<file path="config.mk">
export PLATFORM = sky130hd
export DESIGN_NAME = multicycle_control
export DESIGN_NICKNAME = d
export VERILOG_FILES = /design/src/rtl/multicycle_control.sv
export SDC_FILE = /design/constraint.sdc
export NUM_CORES = 1
export LEC_CHECK = 0
export BUFFER_PORTS_ARGS = -buffer_cell sky130_fd_sc_hd__buf_2
export CORE_MARGIN = 2
export CORE_UTILIZATION = 30
export CTS_BUF_LIST = sky130_fd_sc_hd__clkbuf_4 sky130_fd_sc_hd__clkbuf_8
export DETAILED_ROUTE_END_ITERATION = 10
export PLACE_DENSITY = 0.55
export SYNTH_ARGS = -nofsm -noshare
export SYNTH_HDL_FRONTEND = slang
export SYNTH_SLANG_ARGS = --single-unit
</file>
<file path="constraint.sdc">
create_clock -name clk -period 3.4 [get_ports clk]
set_input_delay 0 -clock clk [delete_from_list [all_inputs] [get_ports clk]]
set_output_delay 0 -clock clk [all_outputs]
set_load 0.05 [all_outputs]
</file>
<file path="src/rtl/multicycle_control.sv">
`default_nettype none
// ============================================================================
//  Module   : multicycle_control
//  Purpose  : Moore-style main control FSM for a multi-cycle RV32I core.
//             Sequences fetch / decode / execute / memory / writeback over a
//             shared ALU, register file and unified memory. Memory accesses
//             wait on mem_ready, illegal opcodes park the FSM in TRAP with a
//             sticky flag, and retired instructions are counted.
//  Ports    :
//    clk           in   rising-edge clock
//    reset         in   asynchronous active-low reset
//    run           in   start fetching (sampled in IDLE only)
//    opcode[6:0]   in   instruction register bits [6:0]
//    zero          in   ALU zero flag (consumed by the datapath PC logic)
//    mem_ready     in   memory completes the current access this cycle
//    pc_write      out  unconditional PC update
//    pc_write_cond out  PC update when zero=1
//    ir_write      out  instruction register load
//    mem_read      out  memory read request
//    mem_write     out  memory write request
//    iord          out  memory address select: 0 = PC, 1 = ALUOut
//    reg_write     out  register file write enable
//    mem_to_reg    out  writeback select: 1 = MDR, 0 = ALUOut
//    alu_src_a     out  ALU A select: 0 = PC, 1 = rs1
//    alu_src_b[1:0]out  ALU B select: 00 = rs2, 01 = 4, 10 = immediate
//    alu_op[1:0]   out  00 = add, 01 = subtract, 10 = funct fields
//    illegal       out  sticky illegal-opcode flag
//    retired       out  retired-instruction count (wraps)
//    state_dbg[3:0]out  current state encoding
//  Revision : 1.0  initial release
// ============================================================================
module multicycle_control #(
  parameter int CNT_W = 32
) (
  input  logic             clk,
  input  logic             reset,
  input  logic             run,
  input  logic [6:0]       opcode,
  input  logic             zero,
  input  logic             mem_ready,
  output logic             pc_write,
  output logic             pc_write_cond,
  output logic             ir_write,
  output logic             mem_read,
  output logic             mem_write,
  output logic             iord,
  output logic             reg_write,
  output logic             mem_to_reg,
  output logic             alu_src_a,
  output logic [1:0]       alu_src_b,
  output logic [1:0]       alu_op,
  output logic             illegal,
  output logic [CNT_W-1:0] retired,
  output logic [3:0]       state_dbg
);

  typedef enum logic [3:0] {
    S_IDLE     = 4'd0,
    S_FETCH    = 4'd1,
    S_DECODE   = 4'd2,
    S_EXEC_R   = 4'd3,
    S_EXEC_I   = 4'd4,
    S_ALU_WB   = 4'd5,
    S_MEM_ADDR = 4'd6,
    S_MEM_RD   = 4'd7,
    S_MEM_WB   = 4'd8,
    S_MEM_WR   = 4'd9,
    S_BRANCH   = 4'd10,
    S_TRAP     = 4'd11
  } state_t;

  localparam logic [6:0] c_op_r      = 7'b0110011;
  localparam logic [6:0] c_op_i      = 7'b0010011;
  localparam logic [6:0] c_op_load   = 7'b0000011;
  localparam logic [6:0] c_op_store  = 7'b0100011;
  localparam logic [6:0] c_op_branch = 7'b1100011;

  state_t           r_state;
  state_t           w_next;
  logic             w_retire;
  logic             r_illegal;
  logic [CNT_W-1:0] r_retired;

  // The zero flag is resolved in the datapath together with pc_write_cond;
  // the FSM itself never branches on it.
  logic w_unused_zero;
  assign w_unused_zero = zero;

  // --------------------------------------------------------------------------
  // State, sticky flag and retire counter
  // --------------------------------------------------------------------------
  always_ff @(posedge clk or negedge reset) begin
    if (!reset) begin
      r_state   <= S_IDLE;
      r_illegal <= 1'b0;
      r_retired <= '0;
    end else begin
      r_state <= w_next;
      // Flag rises on the edge that enters TRAP so it is visible in TRAP.
      if (w_next == S_TRAP) begin
        r_illegal <= 1'b1;
      end
      if (w_retire) begin
        r_retired <= r_retired + CNT_W'(1);
      end
    end
  end

  // --------------------------------------------------------------------------
  // Next state and control decode
  // --------------------------------------------------------------------------
  always_comb begin
    w_next        = r_state;
    w_retire      = 1'b0;
    pc_write      = 1'b0;
    pc_write_cond = 1'b0;
    ir_write      = 1'b0;
    mem_read      = 1'b0;
    mem_write     = 1'b0;
    iord          = 1'b0;
    reg_write     = 1'b0;
    mem_to_reg    = 1'b0;
    alu_src_a     = 1'b0;
    alu_src_b     = 2'b00;
    alu_op        = 2'b00;

    case (r_state)
      S_IDLE: begin
        if (run) begin
          w_next = S_FETCH;
        end
      end

      S_FETCH: begin
        // Request held for the whole wait; PC += 4 and IR load only on the
        // completing cycle so a stalled fetch does not advance the PC.
        mem_read  = 1'b1;
        alu_src_b = 2'b01;
        if (mem_ready) begin
          ir_write = 1'b1;
          pc_write = 1'b1;
          w_next   = S_DECODE;
        end
      end

      S_DECODE: begin
        // Precompute PC + imm so BRANCH finds its target in ALUOut.
        alu_src_b = 2'b10;
        case (opcode)
          c_op_r:                w_next = S_EXEC_R;
          c_op_i:                w_next = S_EXEC_I;
          c_op_load, c_op_store: w_next = S_MEM_ADDR;
          c_op_branch:           w_next = S_BRANCH;
          default:               w_next = S_TRAP;
        endcase
      end

      S_EXEC_R: begin
        alu_src_a = 1'b1;
        alu_src_b = 2'b00;
        alu_op    = 2'b10;
        w_next    = S_ALU_WB;
      end

      S_EXEC_I: begin
        alu_src_a = 1'b1;
        alu_src_b = 2'b10;
        alu_op    = 2'b10;
        w_next    = S_ALU_WB;
      end

      S_ALU_WB: begin
        reg_write = 1'b1;
        w_retire  = 1'b1;
        w_next    = S_FETCH;
      end

      S_MEM_ADDR: begin
        alu_src_a = 1'b1;
        alu_src_b = 2'b10;
        w_next    = (opcode == c_op_load) ? S_MEM_RD : S_MEM_WR;
      end

      S_MEM_RD: begin
        mem_read = 1'b1;
        iord     = 1'b1;
        if (mem_ready) begin
          w_next = S_MEM_WB;
        end
      end

      S_MEM_WB: begin
        reg_write  = 1'b1;
        mem_to_reg = 1'b1;
        w_retire   = 1'b1;
        w_next     = S_FETCH;
      end

      S_MEM_WR: begin
        // A store has no writeback, so it retires on the completing cycle.
        mem_write = 1'b1;
        iord      = 1'b1;
        if (mem_ready) begin
          w_retire = 1'b1;
          w_next   = S_FETCH;
        end
      end

      S_BRANCH: begin
        alu_src_a     = 1'b1;
        alu_src_b     = 2'b00;
        alu_op        = 2'b01;
        pc_write_cond = 1'b1;
        w_retire      = 1'b1;
        w_next        = S_FETCH;
      end

      S_TRAP: begin
        w_next = S_TRAP;
      end

      // Encodings 12..15 are unreachable; recover to IDLE if ever seen.
      default: begin
        w_next = S_IDLE;
      end
    endcase
  end

  assign illegal   = r_illegal;
  assign retired   = r_retired;
  assign state_dbg = r_state;

endmodule
`default_nettype wire

</file>
== Yosys cells after proc, flatten, opt, wreduce, memory -nomap -nowiden ==
Cells that the tools add are included.

* Bitwise gates (word level): 0
* $add $sub $neg: 1
* Multiply operators: 0
* Muxes and demuxes: 19
* Reductions and logical operators: 9
* Div/mod/pow operators: 0
* Equality and inequality tests: 17
* Shifts and indexed selects: 0
* Magnitude comparators: 0

{| class="wikitable"
|+ Operator list
! kind !! number
|-
| $pmux 4 s9 || 1
|-
| $add 32x1->32 const B || 1
|-
| $eq 4x4->1 const B || 5
|-
| $mux 4 || 5
|-
| $eq 4x3->1 const B || 4
|-
| $pmux 4 s4 || 1
|-
| $eq 7x6->1 const B || 2
|-
| $reduce_or 2->1 || 5
|-
| $mux 1 || 9
|-
| $eq 4x2->1 const B || 2
|-
| $pmux 2 s2 || 2
|-
| $eq 7x2->1 const B || 1
|-
| $eq 7x5->1 const B || 1
|-
| $eq 7x7->1 const B || 1
|-
| $reduce_or 3->1 || 2
|-
| $eq 4x1->1 const B || 1
|-
| $logic_not 4->1 || 1
|-
| $reduce_or 4->1 || 1
|-
| $pmux 1 s2 || 1
|}

* Memories: 0
* Bits in writable memories: 0
* Bits in read-only memories: 0
* Latch bits: 0
* Word-level logic and storage cells: 49
* Input bits: 12
* Output and inout port bits: 50
* Flip-flop bits (word level): 37

== Depth between registers and ports, before layout ==
Gate-level depths: netlist (run 1).

* Depth in word-level cells: 5
* Gate-level depth with buffers: 7
* Mapped depth without buffers: 5

== Least setup slack after synthesis (run 1) ==
No wires, ideal clock.

* Path type: register to output
* From: register r_state[0] (netlist: state_dbg[0])
* To: output pc_write
* Arrival: 2.938 ns
* Setup slack: 0.462 ns
* Path buffers: 2
* Cell stages (with the launch flop): 6
* Data required time: 3.400 ns
* Cells stage by stage: dfrtp_1 -> clkbuf_2 -> nand2b_1 -> nor3_1 -> and2_1 -> buf_4

* Cells in the longest elaborated chain, start to end: 2

{| class="wikitable"
|+ Ends and longest elaborated chain
! item !! RTL line !! source
|-
| start: declaration || 78 || <nowiki>state_t r_state;</nowiki>
|-
| start signal: assignment || 98 || <nowiki>r_state <= w_next;</nowiki>
|-
| $eq 4x1->1 || -- ||
|-
| $mux 1 || -- ||
|-
| end: declaration || 41 || <nowiki>output logic pc_write,</nowiki>
|}

Every way passes these cells.

== Final worst setup path (run 1) ==
* From: register r_state[2] (netlist: state_dbg[2])
* To: register r_retired[10] (netlist: retired[10])

* Cells in the longest elaborated chain, start to end: 3
* Elaborated cells between the ends (all ways): 6
* Classes of those cells: eq/ne: 4; mux: 1; reduce/logical: 1

{| class="wikitable"
|+ Ends and longest elaborated chain
! item !! RTL line !! source
|-
| $eq 4x4->1 or $eq 4x3->1 (tied branches) || 127 || <nowiki>case (r_state)</nowiki>
|-
| $reduce_or 3->1 (no line) || -- ||
|-
| $pmux 1 s2 (*) || 127 ||
|-
| end signal: assignment || 104 || <nowiki>r_retired <= r_retired + CNT_W'(1);</nowiki>
|-
| end: declaration || 82 || <nowiki>logic [CNT_W-1:0] r_retired;</nowiki>
|}

Mark *: on every way between the ends. The rest lies on a longest branch, timed or not.
A chain may end at the register's enable or synchronous reset.

==> results of run 1 <==
## per-layer routing
metal  up-vias  global-route usage  part of all wire
met2        49               0.187              0.45
met1       774               0.173              0.49
li1        835                   -                 -
met3         6              0.0343             0.048
met4         0              0.0341             0.012
met5         -                   0                 0
## layout make-up
cell class | count | area share
clock buffer | 7 | 0.0380
timing repair buffer | 62 | 0.125
sequential | 37 | 0.366
clock inverter | 1 | 0.00198
multi-input combinational | 152 | 0.415
tap | 80 | 0.0395
inverter | 10 | 0.0148
## registers in the layout, indices dropped and copies added, names as in the netlist
signal	flops
illegal	1
retired	32
state_dbg	4
## synthesized netlist by cell type (4+ instances only)
| library cell | number |
|---|---|
| a21oi_1 | 6 |
| dfrtp_1 | 37 |
| inv_1 | 10 |
| nand2_1 | 17 |
| nand2b_1 | 5 |
| nand3_1 | 6 |
| nor2_1 | 16 |
| nor3_1 | 17 |
| nor4_1 | 4 |
| o21ai_0 | 7 |
| xnor2_1 | 12 |
| xor2_1 | 19 |
## worst max-delay path: cells and delay by family, from the launching register on
kind	cells	cell delay, ps
compound gates	1	270
xor+xnor	1	140
flops	1	640
simple gates	3	1370
## metrics by stage
step	setup WS [ps]	power, W
detailed placement	898	0.00163
CTS	886	0.00197
floorplan	462	0.00141
global placement	908	0.00162
global route	645	0.00209
finish	870	0.00195
## final timing paths
| kind | end | cells after the start |
|---|---|---|
| max in group asynchronous | state_dbg[1] | 2 |
| setup / recovery | retired[10] | 5 |
| hold reg to reg | retired[31] | 1 |
| hold / removal | state_dbg[2] | 4 |
| setup reg to reg | retired[10] | 5 |
| min in group asynchronous | retired[19] | 2 |
## logic make-up (layout without fill, tap and decap cells)
group,after synthesis,in the layout,share of synthesized area
AO/OA/AOI/OAI,28,28,0.112
XOR/XNOR,31,31,0.132
adder cells (fa/ha/maj),2,2,0.0109
buffers and inverters,19,80,0.0401
flip-flops,37,37,0.450
multiplexers,2,2,0.0109
AND/OR/NAND/NOR,89,89,0.244
## layout by cell type, fill, tap and decap left out, types with 4 or more instances in the layout
| cell | instances |
|---|---|
| buf_2 | 60 |
| dfrtp_1 | 37 |
| xor2_1 | 19 |
| nand2_1 | 17 |
| nor3_1 | 17 |
| nor2_1 | 16 |
| xnor2_1 | 12 |
| inv_1 | 10 |
| o21ai_0 | 7 |
| clkbuf_8 | 7 |
| a21oi_1 | 6 |
| nand3_1 | 6 |
| nand2b_1 | 5 |
| nor4_1 | 4 |
## where the power goes
group	switching, W	internal [W]	total, W
clock network	0.000158	0.000183	0.000341
registers	0.000120	0.000496	0.000617
logic	0.000734	0.000260	0.000994
## what timing repair did
| action | in CTS | in global routing |
|---|---|---|
| buffers inserted | 0 | 0 |
| hold endpoints to repair | 37 | 0 |
| hold buffers | 1 | 0 |
==> impl_metrics.json, run 1 <==
{
  "fin_area_sq_mm": 0.00253,
  "r2r-start": "state_dbg[2]",
  "h-tree-depth": 2,
  "clkSinkCount": 37,
  "cts_root_buffer": "clkbuf_8",
  "rows": 30,
  "clock.fmax_mhz": 395,
  "yosys_register_bits": 37,
  "ys_types": 48,
  "seq_area_sq_um": 926,
  "vias_per_cell": 4.77,
  "rrSetupSlack_ps": 870,
  "grt_pass1_vias": 1525,
  "clock_skew_ps": 8.08,
  "min_from": "opcode[6]",
  "io_pins": 62,
  "synth_edf_count": 0,
  "wl_per_cell_um": 12.9,
  "synth_area_leaders": "dfrtp_1 (45%), xor2_1 (8.1%), xnor2_1 (5.1%)",
  "slowest_stage": "dfrtp_1",
  "place_area_sq_mm": 0.00242,
  "setup_viol": 0,
  "ant_nets": 0,
  "numCtsBuffers": 5,
  "syn_area_per_cell_sq_um": 9.90,
  "cp_cell_sequence": "and2b_1 > nor2b_1 > o21ai_2 > or3_2 > xnor2_1",
  "gp_congestion": 0.720,
  "grt_max_degree": 38,
  "status": "finished clean",
  "tightest_slew_ps": 839,
  "ys.flop_type": "dfrtp_1",
  "vdd_ir_drop_max_mv": 0.282,
  "clkTransAtPathRegs_ps": 80,
  "worstPathRequired_ps": 3580,
  "antenna_cells": 0,
  "grt_remaining_overflow": 0,
  "fin_cells": 349,
  "start_util": 0.306,
  "multi_input_area_sq_mm": 0.00105,
  "drv_slew": 0,
  "drive_above_1_share": 0.316,
  "die_w_um": 86.8,
  "critPathMaxStageDelay_ps": 640,
  "power_density_mw_per_mm2": 771,
  "die_y_um": 86.8,
  "ys_seq_area_frac": 0.450,
  "dpl.cell_count": 340,
  "area_growth_pct": 23.0,
  "crit_arrival_ps": 2710,
  "grt_pass1_wl_mm": 7.42,
  "io_buffers": 60,
  "cts_tree": "yes",
  "grt_use_total": 0.123,
  "syn-num-nets": 221,
  "drc": 0,
  "fp.dieArea_sq_mm": 0.00754,
  "fin_setup_tns_ps": 0,
  "worst_slew_margin_rel": 0.441,
  "end_kind": "flop",
  "whs_ps": 90.6,
  "syn_area_sq_mm": 0.00206,
  "drv_cap": 0,
  "cts_buffer_depth": 2,
  "cp-startpoint": "state_dbg[2]",
  "start_kind": "flop",
  "hold_violations": 0,
  "synth_area_leader_cell": "dfrtp_1",
  "hpwl_mm": 3.20,
  "insertion_delay_ps": 290,
  "synth_async_sr_flop_share": 1.00,
  "drt-pass1-iter-count": 4,
  "p_leak_nw": 1.29,
  "syn-instance-count": 208,
  "drt_iter0_drc": 73,
  "fillCellCount": 671,
  "dr_total_vias": 1664,
  "nNetsFinal": 281,
  "core_sq_mm": 0.00672,
  "fin_crit_ps": 2530,
  "worstSetupPathType": "flop to flop",
  "rsz0062_at_grt": "false",
  "timing.final.crit_share": 0.744,
  "cp_max_fo": 17,
  "antenna_found_initial": 0,
  "ys_warn_count": 0,
  "hp-class": "input pin to flop",
  "totalWireLength_mm": 4.49,
  "utilization": 0.377,
  "cts_resized": 0,
  "synth_top_area_share": 0.450
}
Note: power is estimated with default switching activity, not from simulation.
==> run 2: changes to the inputs <==
ABC_AREA = 1   (was unset)
PLACE_DENSITY = 0.54   (was 0.55)
clock period = 2.5 ns   (was 3.4 ns; I/O delays follow)
==> run 2 against run 1 <==
  * Critical path depth grew 5
  * Critical path type unchanged
  * Synthesized cell count grew 110%
  * Worst hold slack lost 48 ps
  * Sequential cell count is the same
  * Largest cell class unchanged
  * Highest routed layer unchanged
  * Synthesized area grew 28%
  * Clock-buffer cell count is the same
  * Non-clock buffer count shrank 1
==> impl_metrics.json, run 2 <==
{
  "drv_cap": 0,
  "p_sw_w": 0.00142,
  "cp_max_fo": 7,
  "ys_warn_count": 0,
  "ant_nets": 0,
  "die_w_um": 97.8,
  "die_y_um": 97.8,
  "swShare": 0.547,
  "synth_top_area_share": 0.351,
  "cts_resized": 0,
  "timing.final.crit_share": 0.739,
  "pwr-share-seq": 0.300,
  "synth_area_leader_cell": "dfrtp_1",
  "start_util": 0.306,
  "totalWireLength_mm": 6.94,
  "fillCellCount": 946,
  "start_kind": "flop",
  "grt_pass1_wl_mm": 11.9,
  "cp_top_family": "simple AND/OR/NAND/NOR gates",
  "critPathMaxStageDelay_ps": 490,
  "grt_pass1_vias": 2487,
  "p_leak_nw": 1.68,
  "largest_register_ffs": 32,
  "syn_area_sq_mm": 0.00264,
  "drive_above_1_share": 0.168,
  "wl_per_cell_um": 11.5,
  "drt_iter0_drc": 96,
  "synthTopCellsByCount": "nand2_1 (199), nor2_1 (71), inv_1 (45)",
  "power.internal_w": 0.00118,
  "cts_root_buffer": "clkbuf_8",
  "core_sq_mm": 0.00864,
  "post_cts_buffers": 0,
  "combinationalPowerShare": 0.532,
  "drt-pass1-iter-count": 4,
  "rows": 34,
  "syn-num-nets": 446,
  "fin_crit_ps": 1850,
  "hp-class": "input pin to flop",
  "syn-instance-count": 433,
  "dpl.cell_count": 594,
  "fp.dieArea_sq_mm": 0.00956,
  "critPathMostFrequentCell": "nand2_1",
  "p_clk_frac": 0.168,
  "io_pins": 62,
  "rsz0062_at_grt": "false",
  "layout_common_cells": "nand2_1 (199), nor2_1 (71), buf_2 (60)",
  "ys.flop_type": "dfrtp_1",
  "hold_buffers": 1,
  "synth_edf_count": 0,
  "hold-path-endpoint": "state_dbg[3]",
  "seq_area_sq_um": 926,
  "crit_buf_inv": 1,
  "vdd_ir_drop_max_mv": 0.845,
  "io_buffers": 60,
  "h-tree-depth": 2,
  "nNetsFinal": 507,
  "area_growth_pct": 18.0,
  "vias_per_cell": 4.46,
  "multi_input_area_sq_mm": 0.00147,
  "numCtsBuffers": 5,
  "synth_async_sr_flop_share": 1.00,
  "power_density_mw_per_mm2": 836,
  "antenna_cells": 0,
  "clock_skew_ps": 4.96,
  "timing.rr.end": "retired[30]",
  "tightest_slew_ps": 844,
  "final_common_cell": "nand2_1",
  "grt_max_degree": 38,
  "reg2reg_depth": 10,
  "clkTransAtPathRegs_ps": 70,
  "yosys_register_bits": 37,
  "drc": 0,
  "syn_area_per_cell_sq_um": 6.09,
  "r2r-start": "retired[0]",
  "drv_slew": 0,
  "cts_buffer_depth": 2,
  "clock.fmax_mhz": 542,
  "rrSetupSlack_ps": 650,
  "worstSetupPathType": "flop to flop",
  "clkSinkCount": 37,
  "synth_area_leaders": "dfrtp_1 (35%), nand2_1 (28%), nor2_1 (10%)",
  "min_from": "opcode[4]",
  "setup_viol": 0,
  "ys_types": 26,
  "cts_tree": "yes",
  "fin_cells": 602,
  "antenna_found_initial": 0,
  "cp_cell_sequence": "ha_1 > inv_1 > nor2_4 > nand2_2 > nor2_1 > nand2_1 > nand2_1 > nand2_1 > nand2_1 > nand2_1",
  "dr_total_vias": 2683,
  "ys_seq_area_frac": 0.351,
  "worstPathRequired_ps": 2680,
  "status": "finished clean",
  "hpwl_mm": 5.37,
  "grt_use_total": 0.152,
  "synth.most_common_cell": "nand2_1",
  "slowest_stage": "dfrtp_1",
  "crit_arrival_ps": 2030,
  "gp_congestion": 0.828,
  "insertion_delay_ps": 290,
  "fin_setup_tns_ps": 0,
  "worst_slew_margin_rel": 0.437,
  "min_path_cells": 5,
  "grt_remaining_overflow": 0,
  "hold_violations": 0,
  "end_kind": "flop"
}
## run 2: changes by cell type in the layout (fill, tap and decap cells not counted), sizes merged, moves of 5 or more
cell and change:
nand2 +187, xnor2 -10, o21ai +5, nand2b -5, xor2 -8, nor4 -6
nor3 -15, nor2 +61, inv +39, a21oi -5, nand3 +16
## run 2: worst max path at each step
stage                 startpoint  cells after the start     endpoint  slack [ps]
floorplan           state_dbg[1]                      5    alu_src_a         380
global placement      retired[0]                     10  retired[30]         680
detailed placement    retired[0]                     10  retired[30]         660
CTS                   retired[0]                     10  retired[30]         650
global route          retired[0]                     10  retired[30]         490
finish                retired[0]                     10  retired[30]         650
## run 2: area by class of cell
| cell class | count | share of cell area |
|---|---|---|
| multi-input cells | 340 | 0.471 |
| flip-flops and latches | 37 | 0.297 |
| repair buffers | 61 | 0.0996 |
| inverters | 49 | 0.0599 |
| well taps | 108 | 0.0434 |
| clock buffers | 7 | 0.0289 |
## run 2: power by group through the flow
stage,combinational [W],sequential [W],clock [W]
2_1_floorplan,0.000961,0.000988,0
3_3_place_gp,0.00139,0.000792,0
3_5_place_dp,0.00140,0.000791,0
4_1_cts,0.00140,0.000780,0.000460
5_1_grt,0.00150,0.000795,0.000485
6_report,0.00139,0.000781,0.000437
## run 2: worst reg2reg max path: cells and delay by family, from the launching register on
family / cells / cell delay, ps
and+or+nand+nor: 8 / 870
buffers and inverters: 1 / 110
DFF: 1 / 490
adders and majority gates: 1 / 280
## run 2: routing by layer
layer / routed length [um] / vias to the layer above / global-route usage
met4: 69 / 0 / 0.0385
met1: 3330 / 1196 / 0.204
li1: - / 1433 / -
met2: 3270 / 48 / 0.257
met3: 272 / 6 / 0.0243
met5: 0 / - / 0
## run 2: logic make-up (layout without fill, tap and decap cells)
kind of cell,Yosys count,count (layout),share of synthesized area
buffers and inverters,56,117,0.0934
adders and majority gates,1,1,0.00474
AOI/OAI and AO/OA,19,19,0.0398
and+or+nand+nor,307,307,0.468
xor gates and xnor gates,13,13,0.0431
DFF,37,37,0.351
## run 2: through the flow
step	worst slack (ps)	hold WS, ps	util	power (W)	instance area (sq um)
floorplan	381	-296	-	0.00195	2640
global placement	676	154	0.349	0.00218	3010
detailed placement	656	170	0.349	0.00219	3010
CTS	652	27.5	0.361	0.00264	3110
global route	488	65.0	0.361	0.00278	3110
finish	654	42.5	0.361	0.00260	3110
